==> src/rtl/vga_timing_pkg.sv <==
// Default 640x480@60 VGA timing constants and shared types for the VGA receive decoder.
package vga_timing_pkg;

  localparam int unsigned DEF_H_ACTIVE = 640;
  localparam int unsigned DEF_H_FP     = 16;
  localparam int unsigned DEF_H_SYNC   = 96;
  localparam int unsigned DEF_H_BP     = 48;
  localparam int unsigned DEF_V_ACTIVE = 480;
  localparam int unsigned DEF_V_FP     = 10;
  localparam int unsigned DEF_V_SYNC   = 2;
  localparam int unsigned DEF_V_BP     = 33;
  localparam bit          DEF_SYNC_ACTIVE = 1'b0;

  localparam int unsigned H_TOTAL = DEF_H_ACTIVE + DEF_H_FP + DEF_H_SYNC + DEF_H_BP;
  localparam int unsigned V_TOTAL = DEF_V_ACTIVE + DEF_V_FP + DEF_V_SYNC + DEF_V_BP;
  localparam int unsigned H_START = DEF_H_SYNC + DEF_H_BP;
  localparam int unsigned V_START = DEF_V_SYNC + DEF_V_BP;

  localparam int unsigned HCNT_W  = 11;
  localparam int unsigned VCNT_W  = 10;
  localparam int unsigned XY_W    = 10;
  localparam int unsigned COLOR_W = 4;
  localparam int unsigned RGB_W   = 3 * COLOR_W;
  localparam int unsigned ERR_W   = 8;

  typedef enum logic [1:0] {
    SEARCH = 2'd0,
    ALIGN  = 2'd1,
    LOCKED = 2'd2
  } rx_state_e;

endpackage

==> src/rtl/vga_sync_edge.sv <==
// Pixel-gated previous-sample register and assert-edge detector for one sync line.
module vga_sync_edge #(
  parameter bit SYNC_ACTIVE = 1'b0
) (
  input  logic clk,
  input  logic rst,
  input  logic pix_en,
  input  logic sync_in,
  output logic assert_c
);

  logic prev_q;
  logic prev_d;

  always_comb begin
    prev_d = prev_q;
    if (pix_en) prev_d = sync_in;
  end

  // Reset to the inactive level so a sync already active after reset counts as an edge.
  always_ff @(posedge clk) begin
    if (rst) prev_q <= !SYNC_ACTIVE;
    else     prev_q <= prev_d;
  end

  assign assert_c = pix_en && (prev_q != SYNC_ACTIVE) && (sync_in == SYNC_ACTIVE);

endmodule

==> src/rtl/vga_rx_decoder.sv <==
// VGA receiver: recovers pixel coordinates, frame boundaries and timing lock
// from sampled hsync/vsync/rgb on each pixel strobe.
module vga_rx_decoder
  import vga_timing_pkg::*;
#(
  parameter int unsigned H_ACTIVE    = DEF_H_ACTIVE,
  parameter int unsigned H_FP        = DEF_H_FP,
  parameter int unsigned H_SYNC      = DEF_H_SYNC,
  parameter int unsigned H_BP        = DEF_H_BP,
  parameter int unsigned V_ACTIVE    = DEF_V_ACTIVE,
  parameter int unsigned V_FP        = DEF_V_FP,
  parameter int unsigned V_SYNC      = DEF_V_SYNC,
  parameter int unsigned V_BP        = DEF_V_BP,
  parameter bit          SYNC_ACTIVE = DEF_SYNC_ACTIVE
) (
  input  logic               clk,
  input  logic               rst,
  input  logic               pix_en,
  input  logic               hsync,
  input  logic               vsync,
  input  logic [COLOR_W-1:0] r,
  input  logic [COLOR_W-1:0] g,
  input  logic [COLOR_W-1:0] b,
  output logic               pix_valid,
  output logic [XY_W-1:0]    x,
  output logic [XY_W-1:0]    y,
  output logic [RGB_W-1:0]   rgb,
  output logic               frame_start,
  output logic               locked,
  output logic               h_err,
  output logic               v_err,
  output logic [ERR_W-1:0]   err_cnt
);

  localparam int unsigned H_TOT = H_ACTIVE + H_FP + H_SYNC + H_BP;
  localparam int unsigned V_TOT = V_ACTIVE + V_FP + V_SYNC + V_BP;
  localparam int unsigned H_ST  = H_SYNC + H_BP;
  localparam int unsigned V_ST  = V_SYNC + V_BP;
  localparam int unsigned H_END = H_ST + H_ACTIVE;
  localparam int unsigned V_END = V_ST + V_ACTIVE;
  localparam int unsigned HX_W  = HCNT_W + 1;
  localparam int unsigned VX_W  = VCNT_W + 1;

  logic h_edge;
  logic v_edge;
  logic v_rst;
  logic h_in;
  logic v_in;

  rx_state_e          state_q,       state_d;
  logic [HCNT_W-1:0]  hcnt_q,        hcnt_d;
  logic [VCNT_W-1:0]  vcnt_q,        vcnt_d;
  logic               v_pend_q,      v_pend_d;
  logic               h_seen_q,      h_seen_d;
  logic               align_bad_q,   align_bad_d;
  logic               pix_valid_q,   pix_valid_d;
  logic [XY_W-1:0]    x_q,           x_d;
  logic [XY_W-1:0]    y_q,           y_d;
  logic [RGB_W-1:0]   rgb_q,         rgb_d;
  logic               frame_start_q, frame_start_d;
  logic               locked_q,      locked_d;
  logic               h_err_q,       h_err_d;
  logic               v_err_q,       v_err_d;
  logic [ERR_W-1:0]   err_cnt_q,     err_cnt_d;

  vga_sync_edge #(.SYNC_ACTIVE(SYNC_ACTIVE)) u_hsync_edge (
    .clk      (clk),
    .rst      (rst),
    .pix_en   (pix_en),
    .sync_in  (hsync),
    .assert_c (h_edge)
  );

  vga_sync_edge #(.SYNC_ACTIVE(SYNC_ACTIVE)) u_vsync_edge (
    .clk      (clk),
    .rst      (rst),
    .pix_en   (pix_en),
    .sync_in  (vsync),
    .assert_c (v_edge)
  );

  // A pending or coincident vsync edge is consumed by the next hsync edge.
  assign v_rst = h_edge && (v_pend_q || v_edge);
  assign h_in  = (hcnt_d >= HCNT_W'(H_ST)) && (hcnt_d < HCNT_W'(H_END));
  assign v_in  = (vcnt_d >= VCNT_W'(V_ST)) && (vcnt_d < VCNT_W'(V_END));

  always_comb begin
    state_d       = state_q;
    hcnt_d        = hcnt_q;
    vcnt_d        = vcnt_q;
    v_pend_d      = v_pend_q;
    h_seen_d      = h_seen_q;
    align_bad_d   = align_bad_q;
    pix_valid_d   = 1'b0;
    x_d           = x_q;
    y_d           = y_q;
    rgb_d         = rgb_q;
    frame_start_d = 1'b0;
    h_err_d       = 1'b0;
    v_err_d       = 1'b0;
    err_cnt_d     = err_cnt_q;

    if (pix_en) begin
      h_err_d = h_edge && h_seen_q &&
                ((HX_W'(hcnt_q) + HX_W'(1)) != HX_W'(H_TOT));
      v_err_d = v_rst && (state_q != SEARCH) &&
                ((VX_W'(vcnt_q) + VX_W'(1)) != VX_W'(V_TOT));

      if (h_edge)              hcnt_d = '0;
      else if (hcnt_q != '1)   hcnt_d = hcnt_q + HCNT_W'(1);
      if (h_edge)              h_seen_d = 1'b1;

      if (v_rst)               v_pend_d = 1'b0;
      else if (v_edge)         v_pend_d = 1'b1;

      if (v_rst)                         vcnt_d = '0;
      else if (h_edge && vcnt_q != '1)   vcnt_d = vcnt_q + VCNT_W'(1);

      // Lock tracking: a clean ALIGN frame is required before LOCKED.
      case (state_q)
        SEARCH: begin
          if (v_rst) begin
            state_d     = ALIGN;
            align_bad_d = 1'b0;
          end
        end
        ALIGN: begin
          if (v_rst) begin
            if (!align_bad_q && !h_err_d && !v_err_d) state_d = LOCKED;
            align_bad_d = 1'b0;
          end else if (h_err_d) begin
            align_bad_d = 1'b1;
          end
        end
        LOCKED: begin
          if (h_err_d || v_err_d) begin
            state_d     = ALIGN;
            align_bad_d = 1'b0;
          end
        end
        default: state_d = SEARCH;
      endcase

      if (h_in && v_in) begin
        x_d         = XY_W'(hcnt_d - HCNT_W'(H_ST));
        y_d         = XY_W'(vcnt_d - VCNT_W'(V_ST));
        rgb_d       = {r, g, b};
        pix_valid_d = (state_d == LOCKED);
      end
      frame_start_d = pix_valid_d && (x_d == '0) && (y_d == '0);

      if ((h_err_d || v_err_d) && (err_cnt_q != '1)) err_cnt_d = err_cnt_q + ERR_W'(1);
    end

    locked_d = (state_d == LOCKED);
  end

  always_ff @(posedge clk) begin
    if (rst) begin
      state_q       <= SEARCH;
      hcnt_q        <= '0;
      vcnt_q        <= '0;
      v_pend_q      <= 1'b0;
      h_seen_q      <= 1'b0;
      align_bad_q   <= 1'b0;
      pix_valid_q   <= 1'b0;
      x_q           <= '0;
      y_q           <= '0;
      rgb_q         <= '0;
      frame_start_q <= 1'b0;
      locked_q      <= 1'b0;
      h_err_q       <= 1'b0;
      v_err_q       <= 1'b0;
      err_cnt_q     <= '0;
    end else begin
      state_q       <= state_d;
      hcnt_q        <= hcnt_d;
      vcnt_q        <= vcnt_d;
      v_pend_q      <= v_pend_d;
      h_seen_q      <= h_seen_d;
      align_bad_q   <= align_bad_d;
      pix_valid_q   <= pix_valid_d;
      x_q           <= x_d;
      y_q           <= y_d;
      rgb_q         <= rgb_d;
      frame_start_q <= frame_start_d;
      locked_q      <= locked_d;
      h_err_q       <= h_err_d;
      v_err_q       <= v_err_d;
      err_cnt_q     <= err_cnt_d;
    end
  end

  assign pix_valid   = pix_valid_q;
  assign x           = x_q;
  assign y           = y_q;
  assign rgb         = rgb_q;
  assign frame_start = frame_start_q;
  assign locked      = locked_q;
  assign h_err       = h_err_q;
  assign v_err       = v_err_q;
  assign err_cnt     = err_cnt_q;

endmodule

==> config.mk <==
export PLATFORM = sky130hd
export DESIGN_NAME = vga_rx_decoder
export DESIGN_NICKNAME = d
export VERILOG_FILES = /design/src/rtl/vga_timing_pkg.sv /design/src/rtl/vga_sync_edge.sv /design/src/rtl/vga_rx_decoder.sv
export SDC_FILE = /design/constraint.sdc
export NUM_CORES = 1
export LEC_CHECK = 0
export BUFFER_PORTS_ARGS = -buffer_cell sky130_fd_sc_hd__clkbuf_2
export CORE_MARGIN = 2
export CORE_UTILIZATION = 45
export DETAILED_ROUTE_END_ITERATION = 6
export MAX_ROUTING_LAYER = met4
export PLACE_DENSITY = 0.65
export SLEW_MARGIN = 20
export SYNTH_ARGS = -nofsm -noshare
export SYNTH_HDL_FRONTEND = slang
export SYNTH_SLANG_ARGS = --single-unit
==> constraint.sdc <==
create_clock -name clk -period 7.2 [get_ports clk]
set_input_delay 0.72 -clock clk [delete_from_list [all_inputs] [get_ports clk]]
set_output_delay 0.72 -clock clk [all_outputs]
set_load 0.02 [all_outputs]
=== After elaboration in Yosys (flattened, before gate mapping) ===
Cells that the tools add are included.

* Register bits after elaboration: 73

* Order comparisons: 4
* Eq/ne operators: 12
* Bitwise logic cells: 3
* Mux-type cells: 28
* $add $sub $neg: 7
* Reduce and logical (&&, ||, !) cells: 35

{| class="wikitable"
|+ Operator list
! kind !! number
|-
| $mux W10 || 8
|-
| $mux W11 || 4
|-
| $logic_not A10 Y1 || 2
|-
| $logic_and A1 B1 Y1 || 18
|-
| $add A11 B1 Y12 const B || 1
|-
| $mux W2 || 6
|-
| $ne A12 B10 Y1 const B || 1
|-
| $add A10 B1 Y11 const B || 1
|-
| $add A11 B1 Y11 const B || 1
|-
| $ge A11 B8 Y1 const B || 1
|-
| $lt A11 B10 Y1 const B || 1
|-
| $ne A11 B10 Y1 const B || 1
|-
| $ne A11 B11 Y1 const B || 1
|-
| $add A10 B1 Y10 const B || 1
|-
| $ge A10 B6 Y1 const B || 1
|-
| $lt A10 B10 Y1 const B || 1
|-
| $ne A10 B10 Y1 const B || 1
|-
| $sub A10 B6 Y10 const B || 1
|-
| $sub A10 B8 Y10 const B || 1
|-
| $add A8 B1 Y8 const B || 1
|-
| $mux W1 || 8
|-
| $ne A8 B8 Y1 const B || 1
|-
| $reduce_and A2 Y1 || 4
|-
| $eq A2 B2 Y1 const B || 3
|-
| 13 further kinds || 20
|}

=== Depth between registers and ports, before layout ===
Gate-level depths: netlist (run 1).

* Depth after elaboration: 17
* Mapped depth: 13
* Gate-level depth less buffers: 12

=== Hierarchy ===
A second synthesis (run 1) with hierarchy kept.

* Cells, all modules: 541
* Area, all modules: 4364.2 um^2

{| class="wikitable"
|+ By module, submodules not included
! module !! cells an instance !! area an instance (um^2) !! instances
|-
| vga_rx_decoder || 533 || 4274.1 || 1
|-
| vga_sync_edge || 4 || 45.0 || 2
|}

=== Least setup slack after synthesis (run 1) ===
No wires, ideal clock.

* Path kind: input -> register
* From: input port hsync
* To: register frame_start_q, in the netlist frame_start
* Data required time: 7112 ps
* Path slack: 4081 ps
* Stages: 10
* Buffers on the path: 2
* Arrival time: 3031 ps
* Cell sequence: and3b_1 buf_6 buf_4 nand4_1 o211ai_1 nand3_1 nor4_2 a221oi_2 or4b_4 nor4_2

* Longest elaborated chain between the ends: 16

{| class="wikitable"
|+ RTL lines
! element !! line !! text
|-
| start, declared || vga_rx_decoder.sv:19 || <nowiki>input logic hsync,</nowiki>
|-
| $not A1 Y1 (*) || vga_sync_edge.sv:26 || <nowiki>assign assert_c = pix_en && (prev_q != SYNC_ACTIVE) && (sync_in == SYNC_ACTIVE);</nowiki>
|-
| $logic_and A1 B1 Y1 (*) || vga_sync_edge.sv:26 ||
|-
| parallel branches: the longest is 13 deep, another holds $ge A10 B6 Y1 || n/a ||
|-
| $logic_and A1 B1 Y1 (*) || vga_rx_decoder.sv:150 || <nowiki>frame_start_d = pix_valid_d && (x_d == '0) && (y_d == '0);</nowiki>
|-
| end signal, assigned || vga_rx_decoder.sv:186 || <nowiki>frame_start_q <= frame_start_d;</nowiki>
|-
| end, declared || vga_rx_decoder.sv:60 || <nowiki>logic frame_start_q, frame_start_d;</nowiki>
|}

Mark *: on every way between the ends. The select of a mux whose other input is x is not followed.
A chain may end at the register's enable or synchronous reset.

=== Worst setup path in the final report (run 1) ===
* From: input port pix_en
* To: register y_q[5], in the netlist y[5]

* Longest elaborated chain between the ends: 12

{| class="wikitable"
|+ RTL lines
! element !! line !! text
|-
| start, declared || vga_rx_decoder.sv:18 || <nowiki>input logic pix_en,</nowiki>
|-
| $logic_and A1 B1 Y1 (2 in a row) || vga_sync_edge.sv:26 ||
|-
| $logic_and A1 B1 Y1 or $logic_or A1 B1 Y1 (tied branches) || vga_rx_decoder.sv:117, vga_rx_decoder.sv:83 ||
|-
| $mux W10 or $logic_and A1 B1 Y1 (tied branches) || vga_rx_decoder.sv:117, vga_rx_decoder.sv:83 ||
|-
| $mux W10 || vga_rx_decoder.sv:116 || <nowiki>if (v_rst) vcnt_d = '0;</nowiki>
|-
| $mux W10 (2 in a row) || vga_rx_decoder.sv:103 || <nowiki>if (pix_en) begin</nowiki>
|-
| $ge A10 B6 Y1 or $lt A10 B10 Y1 (tied branches) || vga_rx_decoder.sv:85 || <nowiki>assign v_in = (vcnt_d >= VCNT_W'(V_ST)) && (vcnt_d < VCNT_W'(V_END));</nowiki>
|-
| $logic_and A1 B1 Y1 || vga_rx_decoder.sv:85 ||
|-
| $logic_and A1 B1 Y1 || vga_rx_decoder.sv:144 || <nowiki>if (h_in && v_in) begin</nowiki>
|-
| $mux W10 || vga_rx_decoder.sv:144 ||
|-
| $mux W10 || vga_rx_decoder.sv:103 ||
|-
| end signal, assigned || vga_rx_decoder.sv:184 || <nowiki>y_q <= y_d;</nowiki>
|-
| end, declared || vga_rx_decoder.sv:58 || <nowiki>logic [XY_W-1:0] y_q, y_d;</nowiki>
|}

Several ways; a longest one is shown, not always the timed one. The select of a mux whose other input is x is not followed.

==> results.md, run 1 <==
- For this run, global-route usage on met1 was measured as 0.3083.
- The post-synthesis instance total is roughly 520.
- Walking the worst path, the cells encountered are clkbuf_2, nand3b_1, a21oi_1, a311o_1, o2111ai_1, nor4_2, a221oi_2, buf_4, nor2_1, o21ai_0.
- Counting the buffers created by CTS gives 9.
- In this run, the number of DRC markers left after iteration 0 of detailed routing was around 170.
- Setup total negative slack on the finished layout was measured at 0 ps.
- The kind of start point of the critical path is an input pin.
- The instance area at placement is approximately 4400 um2.
- For the worst flop-to-flop path, the logic depth is 9.
- After global routing the overflow that remains totals 0.
- After clock tree synthesis, the repair step resized 0 gates.
- The full die area is just under 10,000 um2.
- The via count of the first global-routing pass is ~3,600.
- The library cell used most frequently in the layout, excluding fill and tap cells, is dfxtp_1.
- The DRC violation count after routing is 0.
- The floorplan core area is just under 9000 um2.
- Clock-pin slew was measured on the worst setup and hold paths at ~90 ps.
- Setup repair after global routing left no endpoint under its margin.
- The worst-case headroom to the max-slew limit is 0.3608.
- The number of nets handed over by synthesis was around 540.
- The initial antenna violation count is 0.
- The later pin in the worst-skew pair is clocked with a latency of approximately 360 ps.
- The largest net degree at the start of global routing is 66.
- The effective utilization at floorplan is 0.4666.
- The sequential-to-total area share from yosys stat is 0.3557.
- The global-route layer with the greatest usage is met2.
- In this run the worst path has a maximum fanout of 25.
- The row count is 34.
- In this run, distinct cell masters in the synthesized netlist total 66.
- The post-CTS setup buffer count is 0.
- In the global route stage, met2 resource usage came out at 0.3462.
- Summed over all nets, the half-perimeter wirelength after detailed placement is 7620 um.
- IR analysis of the VDD net gives a maximum drop of slightly above 0.1 mV.
- The critical path starts at pix_en.
- The mean instance size in the synthesized netlist is roughly 8 um2.
- The cell leakage power is around 1.8 nW.
- The required arrival time at the worst endpoint is ~7400 ps.
- Across the run, the number of max-cap violations was 0.
- In this run the critical register-to-register path is captured at y[5]$_SDFFE_PP0P_.
- Leaving out fill and tap cells, the most frequent cells in the layout are dfxtp_1, clkbuf_2, a21oi_1.
- The number of hold buffers added after CTS was 0.
- After detailed routing, the average wire length per cell comes to roughly 16 um.
- The maximum clock path buffer count is 2.
- In this run the tool buffered the top-level ports with just over 60 buffer cells.
- In the final design database the tool counted 574 nets.
- The post-route standard cell area excluding fillers is 4582 um2.
- The routed design could run at a clock period as short as about 4300 ps.
- The largest single stage delay on the critical path is between 700 and 800 ps.
- The first-pass GRT wire length is approximately 18,000 um.
- The worst setup slack for register-to-register paths is between 2000 and 3000 ps.
- The number of synthesized register bits is 73.
- Of all flip-flops after synthesis, the portion carrying an async set or reset was 0.
- The number of max-slew violations in the final report is 0.
- The worst register-to-register path begins at hcnt_q[0]$_SDFF_PP0_.
- The number of fill cells is roughly 820.
- The number of hold-slack violations in the final timing report is 0.
- In this run, synthesis inferred 0 flip-flops with an integrated enable.
- The met3 usage in global routing is 0.03092.
- Setup violations remaining at the end of the flow were counted as 0.
- The via count is 3,939.
- The arrival time of data at the critical path endpoint is approximately 4500 ps.
- STA classifies the critical path endpoint as a flip-flop.
- The primary flip-flop cell chosen by synthesis mapping is dfxtp_1.
- The tree built by TritonCTS fans out to 73 sinks.
- In the routed layout, each cell is associated on average with a via count of between 5 and 6.
- Of the cells placed in the final design, the portion with a size suffix greater than 1 is 0.1799.
- The flow ran to the end, and the final reports show no timing, DRC or antenna violations.
- The most critical setup path has its endpoint at y[5]$_SDFFE_PP0P_.
- The count of nets left with antenna violations once routing finished came out at 0.
- For this run, the total global-route usage over all layers was measured as 0.2294.
- The core occupancy in the finished layout is 0.5203.
- The synthesized area is ~4100 um2.
- On the critical path, the stage with the largest delay is an instance of a21oi_1.
- Hold timing on the final database bottoms out at a slack of around 470 ps.
- Compared with the post-synthesis result, the final layout area differs by 11.51%.
- The first-pass iteration count of the detailed router is 6.
- In this run the count of I/O pins placed on the die edge is 62.
- The final worst clock skew is a little over 10 ps.
- The final wirelength is about 11,000 um.
- Of the available clock period, the critical path in the final layout requires 0.5922.
- The number of synthesis warnings is 0.
- The transition time at the pin with the least slew margin is 958.5 ps.
- The die boundary width is ~100 um.
- The TritonCTS clock tree is built.
- For this design the ratio of total power to cell area is 168.7 nW/um2.
- The critical path class is input pin to flip-flop.
- The floorplan die height is roughly 100 um.
- The number of antenna diodes in the final layout is 0.
- At the end of routability-driven placement, the weighted congestion stood at just under 1.
- The class of the most critical hold timing path is flip-flop to flip-flop.
- The maximum level of the CTS H-tree is 3.
- Timing would allow up to between 200 and 250 MHz.
- The buffer type at the clock tree root is clkbuf_8.
-- cell type report --
class	count	area, um2	area share
Multi-Input combinational cell	386	2399	0.5235
Sequential cell	73	1461	0.3190
Timing Repair Buffer	66	342.8	0.07482
Tap cell	108	135.1	0.02949
Clock buffer	9	123.9	0.02703
Clock inverter	7	63.81	0.01393
Inverter	15	56.30	0.01229
-- power by group --
part           switching [mW]  internal, mW
Clock                   0.182         0.132
Combinational          0.0315        0.0160
Sequential            0.00506         0.407
-- kinds of logic after synthesis --
group / share of synthesized area
simple gates: 0.2457
compound gates: 0.2363
flops: 0.3557
buf+inv: 0.06060
xor+xnor: 0.05116
mux: 0.03228
fa+ha+maj: 0.01827
-- Yosys cell counts (9+ instances only) --
master	count	area [um2]
dfxtp_1	73	1461
a21oi_1	49	245.2
nor2_1	44	165.2
nand3_1	41	205.2
o21ai_0	34	170.2
nand2_1	29	108.9
nor3_1	20	100.1
xnor2_1	20	175.2
clkbuf_1	19	71.32
buf_2	17	85.08
a211oi_1	14	105.1
inv_1	14	52.55
mux2i_1	11	110.1
and3_1	9	56.30
nand4_1	9	56.30
-- sequential cells by signal (all words and copies together) (netlist names) --
register and cells:
u_vsync_edge.prev_q 1, hcnt_q 11, x 10, rgb 12
align_bad_q 1, pix_valid 1, y 10, h_err 1
err_cnt 8, h_seen_q 1, v_err 1, frame_start 1
state_q 2, v_pend_q 1, u_hsync_edge.prev_q 1, locked 1
vcnt_q 10
-- critical path, delay by kind of cell --
kind / cells / cell delay, ps
and+or+nand+nor: 3 / 1580
AOI/OAI and AO/OA: 5 / 1520
buffers and inverters: 2 / 660
-- worst min path at each step --
| stage | start | slack, ps | depth (start not counted) | end |
|---|---|---|---|---|
| after global placement | rgb[4]$_SDFFE_PP0P_ | 460 | 2 | rgb[4]$_SDFFE_PP0P_ |
| after CTS | y[9]$_SDFFE_PP0P_ | 480 | 1 | y[9]$_SDFFE_PP0P_ |
| after floorplan | u_hsync_edge.prev_q$_SDFFE_PP1P_ | 460 | 2 | u_hsync_edge.prev_q$_SDFFE_PP1P_ |
| after global routing | x[8]$_SDFFE_PP0P_ | 500 | 2 | x[8]$_SDFFE_PP0P_ |
| final | y[2]$_SDFFE_PP0P_ | 470 | 2 | y[2]$_SDFFE_PP0P_ |
| after detailed placement | y[9]$_SDFFE_PP0P_ | 470 | 1 | y[9]$_SDFFE_PP0P_ |
-- through the flow --
step	power (mW)	setup WS (ps)	cells
6_report	0.7729	2936	664
2_1_floorplan	0.4534	4081	516
3_3_place_gp	0.4665	2479	647
4_1_cts	0.7797	2973	664
3_5_place_dp	0.4680	2595	648
5_1_grt	0.7993	2470	664
-- layer usage --
metal / wire length, um / vias up
met5: 0 / -
met4: 264 / 0
met3: 498 / 19
met2: 4962 / 116
met1: 5176 / 1835
li1: - / 1969
(Power assumes the default switching activity.)
==> run 2, diff against run 1 <==
- PLACE_DENSITY: 0.65 -> 0.68
- clock period: 7.2 -> 3.54 ns (I/O delays scaled with it)
==> run 2 against run 1 <==
- clock-buffer cell count is the same
- core utilization rose by 1.3 points
- global-route usage increased by 1.1 points
- clock skew up 5.5 ps
- clock power grew 100%
- register-to-register slack got worse by 2700 ps
- cell area grew 2.5%
- cell count is 2.3% higher
- highest routed layer unchanged
- flip-flop and latch count unchanged
==> results.md, run 2 (synthesized netlist as in run 1, its figures left out) <==
- The floorplan step set the die width to approximately 100 um.
- The initial antenna violation count is 0.
- In the routed layout, each cell is associated on average with a via count of 5.954.
- The first-pass GRT wire length is 18,740 um.
- 62 I/O pins were placed.
- The full die area is roughly 9900 um2.
- Setup repair after global routing left no endpoint under its margin.
- The TritonCTS clock tree is built.
- The longest clock path from root to sink contains 2 buffers.
- The buffer type at the clock tree root is clkbuf_8.
- The final clock period utilization by the worst path is 0.9203.
- The routability congestion estimate from global placement is between 0.9 and 1.
- The number of fill cells is between 800 and 900.
- The number of hold-slack violations in the final timing report is 0.
- The floorplan core area is slightly below 9000 um2.
- The number of antenna diodes in the final layout is 0.
- The combinational share of power is 0.067.
- The row count is 34.
- Setup total negative slack on the finished layout was measured at 0 ps.
- The floorplan die height is 99.56 um.
- The via count is ~4,000.
- Setup violations remaining at the end of the flow were counted as 0.
- In the global route stage, overall resource usage came out at 0.2400.
- The final worst clock skew is about 16 ps.
- Post-CTS repair changed the size of 0 cells.
- The nature of the critical path endpoint is a flip-flop.
- The proportion of total power due to net switching is 0.2802.
- The proportion of power drawn by flip-flops and latches is 0.530.
- The clock net sink count is 73.
- The final layout contains routed wiring with a total length of 11,370 um.
- The internal portion of the total power is around 1.1 mW.
- Final hold analysis gives a worst-case slack of approximately 210 ps.
- Buffers inserted during clock tree synthesis total 9.
- The instance area at placement is between 4000 and 5000 um2.
- The required arrival time at the worst endpoint is 3830 ps.
- Once detail routing completed, the nets flagged for antenna violations numbered 0.
- In the final layout, the multi-input gates occupy 2401 um2.
- The flow ran to the end, and the final reports show no timing, DRC or antenna violations.
- After the first detailed-routing iteration, the DRC count stood at 303.
- STA puts the critical path data arrival time at 3550 ps.
- The worst setup path is of the flip-flop to flip-flop kind.
- The biggest fanout along the worst timing path is 24.
- Entering global routing, the biggest net connects 65 pins.
- Leaving out fill and tap cells, the most frequent cell in the layout is dfxtp_1.
- The library cells used most frequently in the layout, excluding fill and tap cells, are dfxtp_1, clkbuf_2, a21oi_1.
- The sum of overflow across all layers after global routing is 0.
- CTS built an H-tree with a depth of 3.
- The analysis attributes to net switching a power of 441.1 uW.
- The DRC violation count after routing is 0.
- The total number of nets in the final design is a little under 600.
- In the final layout, the share of cells above drive strength 1 is 0.2032.
- The register with the most flip-flops in the layout has 12 of them.
- VDD sags by at most ~0.18 mV.
- The sequential standard cell area is ~1500 um2.
- The post-synthesis to final-layout area growth is 14.28%.
- The number of hold-repair buffers added at the cts stage is 0.
- The tightest min-delay check is of the input pin to flip-flop type.
- The post-CTS setup buffer count is 0.
- Of the total power, the clock network draws 0.403.
- The clock transition at the register clock pins on the worst setup and hold paths after CTS is around 100 ps.
- The worst pin sits at a relative slew slack of 0.5535.
- STA classifies the critical path startpoint as a flip-flop.
- The shortest clock period the worst path allows after layout is about 3300 ps.
- Summed over all cells, the static leakage comes to around 1.8 nW.
- Detailed placement finished with a half-perimeter wire length of ~8200 um.
- The total of max-cap violations is 0.
- The number of I/O port buffers is 61.
- Dividing total power by cell area gives a power density of roughly 340 nW/um2.
- The via count of the first global-routing pass is roughly 3,700.
- The clock reaches the later pin of the worst-skew pair after ~370 ps.
- The effective utilization at floorplan is 0.4666.
- After detailed routing, the average wire length per cell comes to roughly 17 um.
- The number of max-slew violations in the final report is 0.
- The highest clock frequency the design can meet is around 300 MHz.
- With fillers left out, the area of the finished cells amounts to 4696 um2.
- The transition time at the pin with the least slew margin is roughly 670 ps.
- The first-pass iteration count of the detailed router is 5.
-- run 2: power groups by stage --
stage          clock, mW  combinational, mW  sequential, mW
2_1_floorplan          0             0.0707           0.851
3_3_place_gp           0              0.102           0.853
3_5_place_dp           0              0.103           0.853
4_1_cts            0.645              0.104           0.834
5_1_grt            0.680              0.116           0.836
6_report           0.635              0.105           0.834
-- run 2: metal layers --
layer  vias up  wire (um)  global-route usage
met2       136       5245              0.3643
met1      1883       5356              0.3326
met5         -          0                   -
li1       2005          -                   -
met3        19        552             0.03162
met4         0        213             0.07587
-- run 2: layout make-up --
type	count	share of cell area
clock buffer	9	0.02638
sequential	73	0.3112
clock inverter	7	0.01332
multi-input combinational	386	0.5113
inverter	15	0.01199
tap	108	0.02878
timing repair buffer	81	0.09699
-- run 2: metrics by stage --
stage               cells  power (mW)  utilization  setup WS [ps]
floorplan             516      0.9222            -          579.7
global placement      663      0.9551       0.5118          344.2
detailed placement    663      0.9567       0.5118          238.4
CTS                   679       1.583       0.5330          220.3
global route          679       1.632       0.5332          46.97
finish                679       1.574       0.5332          282.2
-- run 2: worst paths after layout --
kind                        start             endpoint  slack [ps]  cells past startpoint
max          vcnt_q[1]$_SDFF_PP0_    y[5]$_SDFFE_PP0P_         280                     10
min                          r[1]  rgb[9]$_SDFFE_PP0P_         210                      3
max reg2reg  vcnt_q[1]$_SDFF_PP0_    y[5]$_SDFFE_PP0P_         280                     10
min reg2reg     y[9]$_SDFFE_PP0P_    y[9]$_SDFFE_PP0P_         480                      1
-- run 2: critical path, stage by stage, from the launching register on --
cell and delay [ps]:
dfxtp_1 440, ha_2 330, nand2_1 180, o311a_1 400
o211ai_1 200, o2111ai_1 300, nor4_2 380, a221oi_2 80
buf_4 250, or4_1 520, o21ai_0 90
==> run 3, diff against run 2 <==
- CORE_ASPECT_RATIO: not set -> 1.2
==> run 3 against run 2 <==
- die area about the same
- clock skew decreased by 3.5 ps
- first-iteration DRC count decreased by 17%
- clock power about the same
- via count increased by 0.87%
- critical path depth decreased by 1
- cell area increased by 0.40%
- sequential share of layout area decreased by 0.12 points
- non-clock buffer count unchanged
- global-route usage decreased by 1.3 points
==> results.md, run 3 (synthesized netlist as in run 1, its figures left out) <==
- The initial utilization of the core area, before any placement, comes to 0.4597.
- The arrival time of data at the critical path endpoint is approximately 3600 ps.
- The final clock period utilization by the worst path is 0.9255.
- The first-iteration detailed-routing DRC count is 251.
- The TritonCTS clock tree is built.
- The count of buffers added on input and output ports is a little over 60.
- The amount of wire on met2 after detailed routing is 5161 um.
- The post-synthesis to final-layout area growth is 14.74%.
- After detailed routing, the average wire length per cell comes to 15.69 um.
- The nature of the critical path endpoint is a flip-flop.
- The clock transition at the register clock pins on the worst setup and hold paths after CTS is around 80 ps.
- Counting the fill cells in the layout gives just over 900.
- The hold path startpoint is g[1].
- The library cell used most frequently in the layout, excluding fill and tap cells, is dfxtp_1.
- The routability congestion estimate from global placement is between 0.9 and 1.
- In this run the register-to-register setup slack is 260 ps.
- The via count of the first global-routing pass came to roughly 3,600.
- The number of max-slew violations in the final report was 0.
- From left edge to right edge, the die measures slightly above 90 um.
- Summed over all nets, the half-perimeter wirelength after detailed placement is roughly 7800 um.
- The capture endpoint of the worst hold path is rgb[5]$_SDFFE_PP0P_.
- The number of antenna diodes in the final layout is 0.
- The all-layer global routing usage is 0.2268.
- After detailed routing, the number of vias per cell comes to 5.902.
- The cell leakage power is between 1.5 and 2 nW.
- Clock tree synthesis inserted a total of 9 buffers.
- The first global-routing pass estimated ~18,000 um of wire.
- The largest net degree at the start of global routing is 65.
- The maximum clock path buffer count is 2.
- The clock net sink count is 73.
- The highest clock frequency the design can meet is between 300 and 400 MHz.
- For the pin with the worst max-slew slack, the measured transition is 637.1 ps.
- The initial antenna violation count came to 0.
- The number of hold-repair buffers added at the cts stage is 0.
- The terminus of the critical flop-to-flop path is frame_start$_SDFF_PP0_.
- The buffer type at the clock tree root is clkbuf_8.
- At the later pin of the worst-skew pair, clock insertion delay measures roughly 360 ps.
- The sequential standard cell area is about 1500 um2.
- In this run the tightest slew margin relative to its limit is 0.5643.
- The shortest clock period the worst path allows after layout is 3276 ps.
- Across the run, the number of max-cap violations was 0.
- The number of hold-slack violations in the final timing report came to 0.
- The startpoint of the lowest-slack register-to-register path is hcnt_q[0]$_SDFF_PP0_.
- The full die area is just under 10,000 um2.
- The total negative setup slack is 0 ps.
- After detailed routing, the total wire length is between 10,000 and 15,000 um.
- For this run, the detailed router's first-pass iteration total came to 4.
- The final worst clock skew is around 12 ps.
- The signal on the critical path passes through ha_1, nand4_1, nor2_1, nand3_1, xnor2_1, o311ai_2, nand4b_1, or4b_4, nor4_2.
- The critical path class is flip-flop to flip-flop.
- At the worst endpoint, the required time is about 3800 ps.
- The biggest fanout along the worst timing path is 10.
- In this run, post-CTS repair resized a total of 0 instances.
- The flow ran to the end, and the final reports show no timing, DRC or antenna violations.
- Once detail routing completed, the nets flagged for antenna violations numbered 0.
- The floorplan core area is 8939 um2.
- The number of setup buffers added after CTS is 0.
- The maximum VDD drop is approximately 0.21 mV.
- For this block, wires on met1 add up to between 4000 and 5000 um.
- The DRC violation count after routing is 0.
- Summing all multi-input logic gate instances after layout gives around 2400 um2.
- Grouping stages by cell kind, the critical path spends the most delay in simple AND/OR/NAND/NOR gates.
- The top cell types in the final layout, fill and taps aside, are dfxtp_1, clkbuf_2, a21oi_1.
- Power spread over the standard cell area amounts to between 300 and 400 nW/um2.
- The I/O pin total is 62.
- Setup repair after global routing left no endpoint under its margin.
- The class of the most critical hold timing path is input pin to flip-flop.
- The total number of nets in the final design is roughly 590.
- In the final layout, the share of cells above drive strength 1 is 0.2032.
- The floorplan die height is ~110 um.
- The maximum level of the CTS H-tree is 3.
- The largest individual stage delay along the critical path comes from the cell or4b_4.
- For this run, the slowest stage of the critical path takes 590 ps.
- The wire length on met3 is approximately 570 um.
- The flip-flop count of the largest register, all copies and words added is 12.
- The total power is about 1.6 mW.
- Together, buffers and inverters on the worst path number 0.
- The number of cells on the worst reg-to-reg path is 9.
- Counting instances, the worst hold path has a depth of 3.
- After floorplanning, the core was divided into 38 placement rows.
- The via count is between 4,000 and 5,000.
- The worst setup path is launched from a flip-flop.
- Summed over all layers, the global routing overflow is 0.
- The highest layer touched by signal routing is met4.
- Setup violations remaining at the end of the flow were counted as 0.
==> run 3: worst min-delay path: cells and delay by family <==
family	cells	cell delay, ps
AOI/OAI and AO/OA	1	50
buffers and inverters	1	80
and+or+nand+nor	1	60
==> run 3: power by group <==
group	switching (mW)	internal, mW
Combinational	0.0673	0.0376
Sequential	0.00701	0.827
Clock	0.339	0.296
==> run 3: per-stage QoR <==
| step | util | hold slack (ps) | instance area (um2) | worst slack, ps | std cells |
|---|---|---|---|---|---|
| 3_5_place_dp | 0.5059 | 462.4 | 4522 | 213.7 | 675 |
| 3_3_place_gp | 0.5059 | 455.6 | 4522 | 414.4 | 675 |
| 6_report | 0.5274 | 218.0 | 4715 | 263.9 | 691 |
| 4_1_cts | 0.5272 | 205.8 | 4712 | 189.8 | 691 |
| 5_1_grt | 0.5274 | 203.4 | 4715 | 31.31 | 691 |
| 2_1_floorplan | - | 456.8 | 4109 | 579.7 | 516 |
==> run 3: cell type report <==
class	instances	area share
clock buffer	11	0.03211
timing repair buffer	81	0.09660
multi-input combinational	386	0.5093
sequential	73	0.3100
tap	120	0.03185
clock inverter	5	0.008227
inverter	15	0.01194
==> run 3: worst max-delay path by stage <==
stage	from	endpoint	depth (start not counted)
CTS	vcnt_q[1]$_SDFF_PP0_	frame_start$_SDFF_PP0_	9
global route	vcnt_q[1]$_SDFF_PP0_	y[5]$_SDFFE_PP0P_	10
detailed placement	vcnt_q[1]$_SDFF_PP0_	frame_start$_SDFF_PP0_	9
finish	hcnt_q[0]$_SDFF_PP0_	frame_start$_SDFF_PP0_	9
floorplan	vcnt_q[1]$_SDFF_PP0_	frame_start$_SDFF_PP0_	10
global placement	vcnt_q[1]$_SDFF_PP0_	y[6]$_SDFFE_PP0P_	10
==> run 3: per-layer routing <==
metal / track usage / vias to the layer above
met2: 0.3683 / 117
met3: 0.04561 / 24
met4: 0.08874 / 0
met1: 0.2798 / 1936
met5: - / -
li1: - / 2001
